--- src/rtl/lsu_pkg.sv ---
// lsu_pkg: shared types for the multi-cycle load/store unit.
// Holds funct3 size codes, FSM states and size decode helpers.
package lsu_pkg;

    typedef enum logic [2:0] {
        SZ_B   = 3'b000,
        SZ_H   = 3'b001,
        SZ_W   = 3'b010,
        SZ_D   = 3'b011,
        SZ_BU  = 3'b100,
        SZ_HU  = 3'b101,
        SZ_WU  = 3'b110,
        SZ_RSV = 3'b111
    } size_e;

    typedef enum logic [2:0] {
        IDLE,
        REQ1,
        RESP1,
        REQ2,
        RESP2,
        DONE
    } state_e;

    // Access width in bytes: 1, 2, 4 or 8 from the low two funct3 bits.
    function automatic logic [3:0] size_bytes(size_e s);
        return 4'd1 << s[1:0];
    endfunction

    // Doubleword and unsigned-word forms exist only on a 64-bit datapath.
    function automatic logic size_legal(size_e s, int data_w);
        if (s == SZ_RSV)
            return 1'b0;
        if (data_w == 32 && (s == SZ_D || s == SZ_WU))
            return 1'b0;
        return 1'b1;
    endfunction

endpackage

--- src/rtl/lsu_align.sv ---
// lsu_align: combinational lane placement for stores and extraction for loads.
// Ports: off_i/size_i select lanes; wdata_i -> wdata/mask lo+hi; beat0/1 -> rdata_o.
module lsu_align
    import lsu_pkg::*;
#(
    parameter int DATA_W = 32,
    localparam int BYTES = DATA_W / 8,
    localparam int OFF_W = $clog2(BYTES)
) (
    input  logic [OFF_W-1:0]  off_i,
    input  size_e             size_i,
    input  logic [DATA_W-1:0] wdata_i,
    input  logic [DATA_W-1:0] beat0_i,
    input  logic [DATA_W-1:0] beat1_i,
    output logic [DATA_W-1:0] wdata_lo_o,
    output logic [DATA_W-1:0] wdata_hi_o,
    output logic [BYTES-1:0]  mask_lo_o,
    output logic [BYTES-1:0]  mask_hi_o,
    output logic [DATA_W-1:0] rdata_o
);

    logic [3:0]          nb;
    logic [2*DATA_W-1:0] wvec;
    logic [2*BYTES-1:0]  base;
    logic [2*BYTES-1:0]  mask;
    logic [DATA_W-1:0]   rlow;
    logic                sbit;

    assign nb = size_bytes(size_i);

    // Store: the double-width vector spans both beats of a split access.
    assign wvec = {{DATA_W{1'b0}}, wdata_i} << {off_i, 3'b000};

    always_comb begin
        base = '0;
        for (int i = 0; i < 2 * BYTES; i++)
            base[i] = (i < int'(nb));
    end

    assign mask = base << off_i;

    assign {wdata_hi_o, wdata_lo_o} = wvec;
    assign {mask_hi_o, mask_lo_o}   = mask;

    // Load: bytes of a word-crossing access land contiguously after the shift.
    assign rlow = DATA_W'({beat1_i, beat0_i} >> {off_i, 3'b000});

    always_comb begin
        unique case (size_i[1:0])
            2'b00:   sbit = rlow[7];
            2'b01:   sbit = rlow[15];
            2'b10:   sbit = rlow[31];
            default: sbit = rlow[DATA_W-1];
        endcase
        sbit = sbit & ~size_i[2];
        rdata_o = rlow;
        for (int i = 0; i < DATA_W; i++)
            if (i >= 8 * int'(nb))
                rdata_o[i] = sbit;
    end

endmodule

--- src/rtl/lsu_mc.sv ---
// lsu_mc: multi-cycle load/store unit, core request -> word-addressed memory bus.
// Ports: core_* request/completion side, mem_* req/gnt/rvalid bus side, rst active-low.
module lsu_mc
    import lsu_pkg::*;
#(
    parameter int DATA_W           = 32,
    parameter int ADDR_W           = 32,
    parameter int MISALIGNED_SPLIT = 1,
    localparam int BYTES = DATA_W / 8,
    localparam int OFF_W = $clog2(BYTES)
) (
    input  logic              clk,
    input  logic              rst,
    input  logic              core_req,
    input  logic              core_we,
    input  logic [ADDR_W-1:0] core_addr,
    input  logic [2:0]        core_size,
    input  logic [DATA_W-1:0] core_wdata,
    output logic              core_ready,
    output logic              core_rvalid,
    output logic [DATA_W-1:0] core_rdata,
    output logic              core_err,
    output logic              mem_req,
    output logic              mem_we,
    output logic [ADDR_W-1:0] mem_addr,
    output logic [DATA_W-1:0] mem_wdata,
    output logic [BYTES-1:0]  mem_wmask,
    input  logic              mem_gnt,
    input  logic              mem_rvalid,
    input  logic [DATA_W-1:0] mem_rdata
);

    state_e            state_q;
    logic [ADDR_W-1:0] addr_q;
    size_e             size_q;
    logic              we_q;
    logic [DATA_W-1:0] wdata_q;
    logic              err_q;
    logic              cross_q;
    logic [DATA_W-1:0] beat0_q;
    logic [DATA_W-1:0] beat1_q;

    size_e             acc_size;
    logic [OFF_W-1:0]  acc_off;
    logic [3:0]        acc_nb;
    logic              acc_cross;
    logic              acc_fault;
    logic              accept;

    logic [ADDR_W-1:0] base_addr;
    logic              beat2;
    logic [DATA_W-1:0] wd_lo;
    logic [DATA_W-1:0] wd_hi;
    logic [BYTES-1:0]  wm_lo;
    logic [BYTES-1:0]  wm_hi;
    logic [DATA_W-1:0] ld_data;

    assign acc_size  = size_e'(core_size);
    assign acc_off   = core_addr[OFF_W-1:0];
    assign acc_nb    = size_bytes(acc_size);
    assign acc_cross = (int'(acc_off) + int'(acc_nb)) > BYTES;
    assign acc_fault = !size_legal(acc_size, DATA_W)
                     || (acc_cross && MISALIGNED_SPLIT == 0);

    assign core_ready = (state_q == IDLE) || (state_q == DONE);
    assign accept     = core_req && core_ready;

    always_ff @(posedge clk or negedge rst) begin
        if (!rst) begin
            state_q <= IDLE;
            addr_q  <= '0;
            size_q  <= SZ_B;
            we_q    <= 1'b0;
            wdata_q <= '0;
            err_q   <= 1'b0;
            cross_q <= 1'b0;
            beat0_q <= '0;
            beat1_q <= '0;
        end else begin
            if (accept) begin
                addr_q  <= core_addr;
                size_q  <= acc_size;
                we_q    <= core_we;
                wdata_q <= core_wdata;
                err_q   <= acc_fault;
                cross_q <= acc_cross;
                beat0_q <= '0;
                beat1_q <= '0;
            end
            unique case (state_q)
                IDLE, DONE: begin
                    if (!accept)
                        state_q <= IDLE;
                    else if (acc_fault)
                        state_q <= DONE;
                    else
                        state_q <= REQ1;
                end
                REQ1: begin
                    if (mem_gnt)
                        state_q <= RESP1;
                end
                RESP1: begin
                    if (mem_rvalid) begin
                        beat0_q <= mem_rdata;
                        state_q <= cross_q ? REQ2 : DONE;
                    end
                end
                REQ2: begin
                    if (mem_gnt)
                        state_q <= RESP2;
                end
                RESP2: begin
                    if (mem_rvalid) begin
                        beat1_q <= mem_rdata;
                        state_q <= DONE;
                    end
                end
                default: state_q <= IDLE;
            endcase
        end
    end

    lsu_align #(
        .DATA_W (DATA_W)
    ) u_align (
        .off_i      (addr_q[OFF_W-1:0]),
        .size_i     (size_q),
        .wdata_i    (wdata_q),
        .beat0_i    (beat0_q),
        .beat1_i    (beat1_q),
        .wdata_lo_o (wd_lo),
        .wdata_hi_o (wd_hi),
        .mask_lo_o  (wm_lo),
        .mask_hi_o  (wm_hi),
        .rdata_o    (ld_data)
    );

    assign base_addr = {addr_q[ADDR_W-1:OFF_W], {OFF_W{1'b0}}};
    assign beat2     = (state_q == REQ2);

    // Bus fields come only from registered request state, so they hold
    // steady for as long as the memory withholds its grant.
    assign mem_req   = (state_q == REQ1) || beat2;
    assign mem_we    = mem_req && we_q;
    assign mem_addr  = !mem_req ? '0
                     : beat2 ? base_addr + ADDR_W'(BYTES)
                     : base_addr;
    assign mem_wdata = !mem_we ? '0 : (beat2 ? wd_hi : wd_lo);
    assign mem_wmask = !mem_we ? '0 : (beat2 ? wm_hi : wm_lo);

    assign core_rvalid = (state_q == DONE);
    assign core_err    = core_rvalid && err_q;
    assign core_rdata  = (core_rvalid && !err_q && !we_q) ? ld_data : '0;

endmodule

--- config.mk ---
export PLATFORM = sky130hd
export DESIGN_NAME = lsu_mc
export DESIGN_NICKNAME = d
export VERILOG_FILES = /design/src/rtl/lsu_pkg.sv /design/src/rtl/lsu_align.sv /design/src/rtl/lsu_mc.sv
export SDC_FILE = /design/constraint.sdc
export NUM_CORES = 1
export LEC_CHECK = 0
export ABC_AREA = 1
export BUFFER_PORTS_ARGS = -buffer_cell sky130_fd_sc_hd__buf_2
export CAP_MARGIN = 25
export CORE_MARGIN = 2
export CORE_UTILIZATION = 49
export CTS_BUF_LIST = sky130_fd_sc_hd__clkbuf_16
export CTS_CLUSTER_SIZE = 24
export DETAILED_ROUTE_END_ITERATION = 8
export GPL_TIMING_DRIVEN = 0
export PLACE_DENSITY_LB_ADDON = 0.2
export SLEW_MARGIN = 20
export SYNTH_ARGS = -nofsm -noshare
export SYNTH_HDL_FRONTEND = slang
export SYNTH_SLANG_ARGS = --single-unit
export TNS_END_PERCENT = 1
--- constraint.sdc ---
create_clock -name clk -period 1.45 [get_ports clk]
set_input_delay 0.29 -clock clk [delete_from_list [all_inputs] [get_ports clk]]
set_output_delay 0.29 -clock clk [all_outputs]
set_load 0.005 [all_outputs]
==> results of run 1 <==
==> layer usage <==
layer  track usage  up-vias
met5             0        -
met4        0.1702        0
met3       0.05784      107
met2        0.5356      633
met1        0.4714     4460
li1              -     4455
==> worst paths after layout <==
| path | endpoint | slack [ps] | from | cells after the start |
|---|---|---|---|---|
| min in group asynchronous | wdata_q[12] | 360 | rst | 2 |
| hold / removal | state_q[0] | 50 | mem_gnt | 2 |
| setup / recovery | mem_wdata[1] | -880 | addr_q[0] | 6 |
| hold reg to reg | beat0_q[19] | 510 | beat0_q[19] | 2 |
| max in group asynchronous | size_q[0] | 350 | rst | 3 |
| setup reg to reg | beat1_q[18] | -440 | state_q[1] | 9 |
==> sequential cells by signal, summed over array words and instances (netlist names) <==
register,flops
wdata_q,32
size_q,3
cross_q,1
we_q,1
err_q,1
addr_q,32
beat0_q,32
state_q,3
beat1_q,24
==> stage by stage <==
stage	power (uW)	std cells	setup TNS, ps
floorplan	13450	1205	-9470
global placement	17060	1632	-290190
detailed placement	17280	1633	-75090
CTS	22790	1682	-91070
global route	25560	1684	-108420
finish	24110	1684	-92330
==> Yosys cell counts (2+ instances only) <==
cell type	number
nand2_4	2
nand2_2	5
buf_2	25
a21boi_0	7
nor2_1	100
nor3_1	6
a221oi_1	8
a21oi_1	67
buf_6	13
buf_4	11
inv_2	7
o21ai_1	43
nor2_2	2
nand4_1	5
a211oi_1	11
ha_1	3
clkbuf_1	29
a31oi_1	8
nand3_2	2
buf_1	2
nand3_1	90
o21ai_0	172
inv_1	120
nor2_4	6
o22ai_1	10
dfrtp_1	129
nand2_1	310
==> kinds of logic after synthesis <==
family                   Yosys count
AND/OR/NAND/NOR                  533
AO/OA/AOI/OAI                    329
buffers and inverters            208
flip-flops                       129
adder cells (fa/ha/maj)            4
other                              1
==> critical path, stage by stage (launching register included) <==
cell and delay, ps:
dfrtp_1 400, buf_6 150, clkbuf_4 210, o21ai_2 220, nand2_2 190, a211oi_2 290, buf_2 160
==> power by group through the flow <==
| stage | logic (uW) | registers [uW] | clock network, uW |
|---|---|---|---|
| after global routing | 14400 | 7030 | 4110 |
| after detailed placement | 10500 | 6770 | 0 |
| final | 13300 | 6890 | 3940 |
| after global placement | 10300 | 6740 | 0 |
| after floorplan | 7210 | 6240 | 0 |
| after CTS | 12100 | 6750 | 3950 |
==> area by class of cell <==
type,instances,area [um2]
buffer,80,827.0
clock buffer,17,425.4
clock inverter,15,103.9
fill,1492,5356
inverter,128,503.0
multi-input combinational,870,4574
sequential,129,3236
tap,220,275.3
timing repair buffer,225,1224
==> repair_timing <==
action,4_1_cts,5_1_grt
endpoints found under the hold margin,53,0
hold buffers,1,0
pin swaps,20,13
resized for setup,205,126
setup buffers,13,2
endpoints found under the setup margin,232,232
cloned,3,0
==> reports/results.tsv, run 1 <==
metric	value	unit
outcome	finished, violations left	
violated checks	negative setup slack	
most common cell after layout, fill and taps aside	nand2_1	
Synth area leader	dfrtp_1	
Post-DP Area	9624	um2
xor/xnor share of the synthesized area	0	
vias in the first global route	9155	
Setup WS post-layout	-877.7	ps
estimated wirelength of the detail-placed design	21900	um
CTS Sinks	129	
crit path time final	2328	ps
design area	11170	um2
Reg clk slew, reported paths	60	ps
total gr overflow	0	
Compound-Gate Fraction of Synth Area	0.2133	
CP startpoint kind	flop	
CTS tree	yes	
Total GRT Usage	0.3461	
vias	9655	
P_sw	11550	uW
Post-synth EDFFs	0	
Arrival @ worst endpoint	2040	ps
CP required	1160	ps
top_reg_cell synth	dfrtp_1	
pin count of the biggest net entering global routing	77	
synth top area cells	dfrtp_1 (39%), nand2_1 (14%), o21ai_0 (10%)	
Initial DRC Count	1085	
max-slew violations	0	
pwr/cell area	2159	nW/um2
max cap viols	0	
post-route ant nets	0	
final core occ	0.6759	
area delta synth->final	35.49	%
DP Worst Slack	-754.6	ps
internal power	12560	uW
mux cell area share after synthesis	0	
Hold WS	45.30	ps
switching share of power	0.4791	
first-pass GRT wire length	47910	um
initial antenna violation count	0	
Cell Area, Synth	8243	um2
Core Rows	47	
routed wl met3	3005	um
register bit total from synthesis	129	
largest family of logic cells by synthesized area	simple AND/OR/NAND/NOR gates	
ant diodes	0	
sequential fraction of the synthesis area	0.3916	
CORE AREA	16520	um2
Max Used Layer	met4	
Yosys top cell area share	0.3916	
final setup violation count	229	
CP Capture Type	primary output	
Via density	5.733	
clock group share of total power	0.164	
Die ar.	17880	um2
mean area per synthesized cell	6.846	um2
H-tree depth	4	
worst hold path class	in -> reg	
unrepaired setup endpoints after global routing	true	
die outline height	133.7	um
Final period util	1.605	
Leak	0.005567	uW
Initial Util	0.4988	
CTS buffer count	17	
DRC Markers	0	
Synth Area in Simple Gates	0.2720	
routability cong.	0.9944	
Synth Warn #	0	
CTS max path bufs	2	
Post-synth ARST share	1.000	
Synth Instances	1204	
Worst Setup Path Type	reg -> out	
post-synth cell types	38	
Peak supply drop	1319	uV
total wire length	31050	um
Hold Vio Cnt, Final	0	
layout cells sized above 1	0.3251	
IO Pins	210	
Fmax achieved	429.6	MHz
Net count, final	1560	
most frequent cells in the layout	nand2_1 (289), buf_2 (208), dfrtp_1 (123), inv_1 (119), o21ai_0 (115)	
die width	133.7	um
Comb power frac	0.551	
Port Buf Inserts	207	
critical-path maximum fanout	10	
DRT Pass-1 Iters	6	
Post-Synth Adder-Cell Area	0.006982	
Root Buffer	clkbuf_16	
DR WL met2	13960	um
sequential share of power	0.286	
drt wl/cell	18.44	um
Final Skew	5.888	ps
clk_lat worst skew	430	ps
routed length on met1	12710	um
No activity file was read; power rests on OpenSTA's default activity.
==> run 2: changes to the inputs <==
SETUP_SLACK_MARGIN = 0.4   (was default)
==> run 2 against run 1 <==
  * The run ends with negative hold slack, negative setup slack left
  * Count of clock-buffer cells in the layout is the same
  * Die area is the same
  * Critical path type unchanged
  * Critical path depth is the same
  * Sequential power is essentially flat
  * Clock skew grew 1.8 ps
  * Worst setup slack lost 82 ps
  * Hold slack lost 290 ps
  * Critical endpoint is now mem_wmask[0]
  * Highest routed layer unchanged
==> reports/results.tsv, run 2 (synthesis gave the netlist of run 1 again) <==
metric	value	unit
outcome	finished, violations left	
violated checks	negative hold slack, negative setup slack	
die outline height	133.7	um
Hold Vio Cnt, Final	52	
CP Capture Type	primary output	
CTS max path bufs	2	
CORE AREA	16520	um2
CP startpoint kind	flop	
area delta synth->final	38.36	%
Peak supply drop	1245	uV
Reg clk slew, reported paths	60	ps
layout cells sized above 1	0.3306	
die width	133.7	um
total wire length	32070	um
worst hold path class	in -> async	
Root Buffer	clkbuf_16	
CTS tree	yes	
max cap viols	0	
Port Buf Inserts	207	
H-tree depth	4	
Core Rows	47	
clk_lat worst skew	440	ps
max-slew violations	0	
setup_tns	-114300	ps
most common cell after layout, fill and taps aside	nand2_1	
Via density	5.747	
first-pass GRT wire length	47690	um
drt wl/cell	18.97	um
pwr/cell area	2231	nW/um2
Setup WS post-layout	-959.6	ps
Final Skew	7.715	ps
CTS buffer count	17	
sequential share of power	0.271	
Final period util	1.662	
final core occ	0.6902	
internal power	13450	uW
vias	9713	
total gr overflow	0	
DRC Markers	0	
CP required	1160	ps
vias in the first global route	9060	
Leak	0.005677	uW
Worst Setup Path Type	reg -> out	
Total GRT Usage	0.3445	
design area	11400	um2
Die ar.	17880	um2
Post-DP Area	9629	um2
post-route ant nets	0	
Arrival @ worst endpoint	2120	ps
initial antenna violation count	0	
Initial Util	0.4988	
estimated wirelength of the detail-placed design	22140	um
pin count of the biggest net entering global routing	78	
Hold WS	-246.0	ps
clock group share of total power	0.182	
Placed Instances	1633	
Initial DRC Count	1240	
most frequent cells in the layout	nand2_1 (287), buf_2 (209), dfrtp_1 (125), inv_1 (118), o21ai_1 (99)	
P_sw	11990	uW
IO Pins	210	
final non-filler cell total	1690	
CTS Sinks	129	
Comb power frac	0.547	
Net count, final	1566	
Worst Reg-to-Reg Cells	11	
crit path time final	2410	ps
biggest regs	addr_q: 32 flops, beat0_q: 32 flops, wdata_q: 32 flops	
critical-path maximum fanout	10	
slew margin rel.	0.6621	
ant diodes	0	
DRT Pass-1 Iters	7	
final setup violation count	232	
Slew @ Worst Pin	506.9	ps
Fmax achieved	415.0	MHz
Total Power	25440	uW
unrepaired setup endpoints after global routing	true	
switching share of power	0.4713	
routability cong.	0.9880	
run 2: cell types whose count changed in the layout (fill, tap and decap cells not counted), moves of 3 or more:
cell / delta
buf_4: +6
buf_12: +3
clkbuf_8: -4
clkbuf_16: +3
clkbuf_4: -3
o21ai_0: -25
o21ai_4: +4
o21ai_1: +19
bufinv_16: +3
clkinv_2: -4
nand3_2: +3
run 2: final timing paths:
| check | start | to | slack [ps] |
|---|---|---|---|
| worst min-delay path | rst | wdata_q[14] | -250 |
| worst max-delay path | size_q[1] | mem_wmask[0] | -960 |
| worst min register to register | beat0_q[17] | beat0_q[17] | 520 |
| max in group asynchronous | rst | addr_q[21] | 930 |
| min in group clk | mem_gnt | state_q[0] | 40 |
| worst max register to register | state_q[1] | addr_q[4] | -380 |
run 2: cell type report:
class / instances / area [um2]
clock buffer: 17 / 425.4
multi-input combinational: 869 / 4636
tap: 220 / 275.3
fill: 1415 / 5120
inverter: 128 / 496.7
timing repair buffer: 232 / 1345
buffer: 80 / 803.3
clock inverter: 15 / 190.2
sequential: 129 / 3233
run 2: metal layers:
metal	GRT usage	share of wire	wire [um]
met5	0	0	0
met4	0.1365	0.038	1213
met3	0.06773	0.10	3258
met2	0.5390	0.46	14660
met1	0.4714	0.40	12930
run 2: per-stage QoR:
stage               setup slack, ps  hold WS, ps
floorplan                    -191.5       -5.591
global placement              -1712        477.5
detailed placement           -753.9        231.1
CTS                          -865.6       -224.1
global route                 -994.8       -202.7
finish                       -959.6       -246.0
run 2: timing repair:
item,CTS,global route
resized for setup,224,141
pin swaps,21,23
cloned,2,4
hold endpoints to repair,52,52
buffers inserted,13,6
endpoints found under the setup margin,232,232
run 2: worst max-delay path: stages, from the launching register on:
cell and delay, ps:
dfrtp_1 390, clkbuf_2 260, inv_1 230, o21ai_1 210, nand2_1 120, a21oi_1 290, buf_2 180
run 2: power groups by stage:
stage               sequential, uW  combinational (uW)  clock (uW)
global placement              6740               10300           0
CTS                           6760               12100        4610
global route                  7020               15000        4750
floorplan                     6240                7220           0
detailed placement            6770               10500           0
finish                        6890               13900        4620
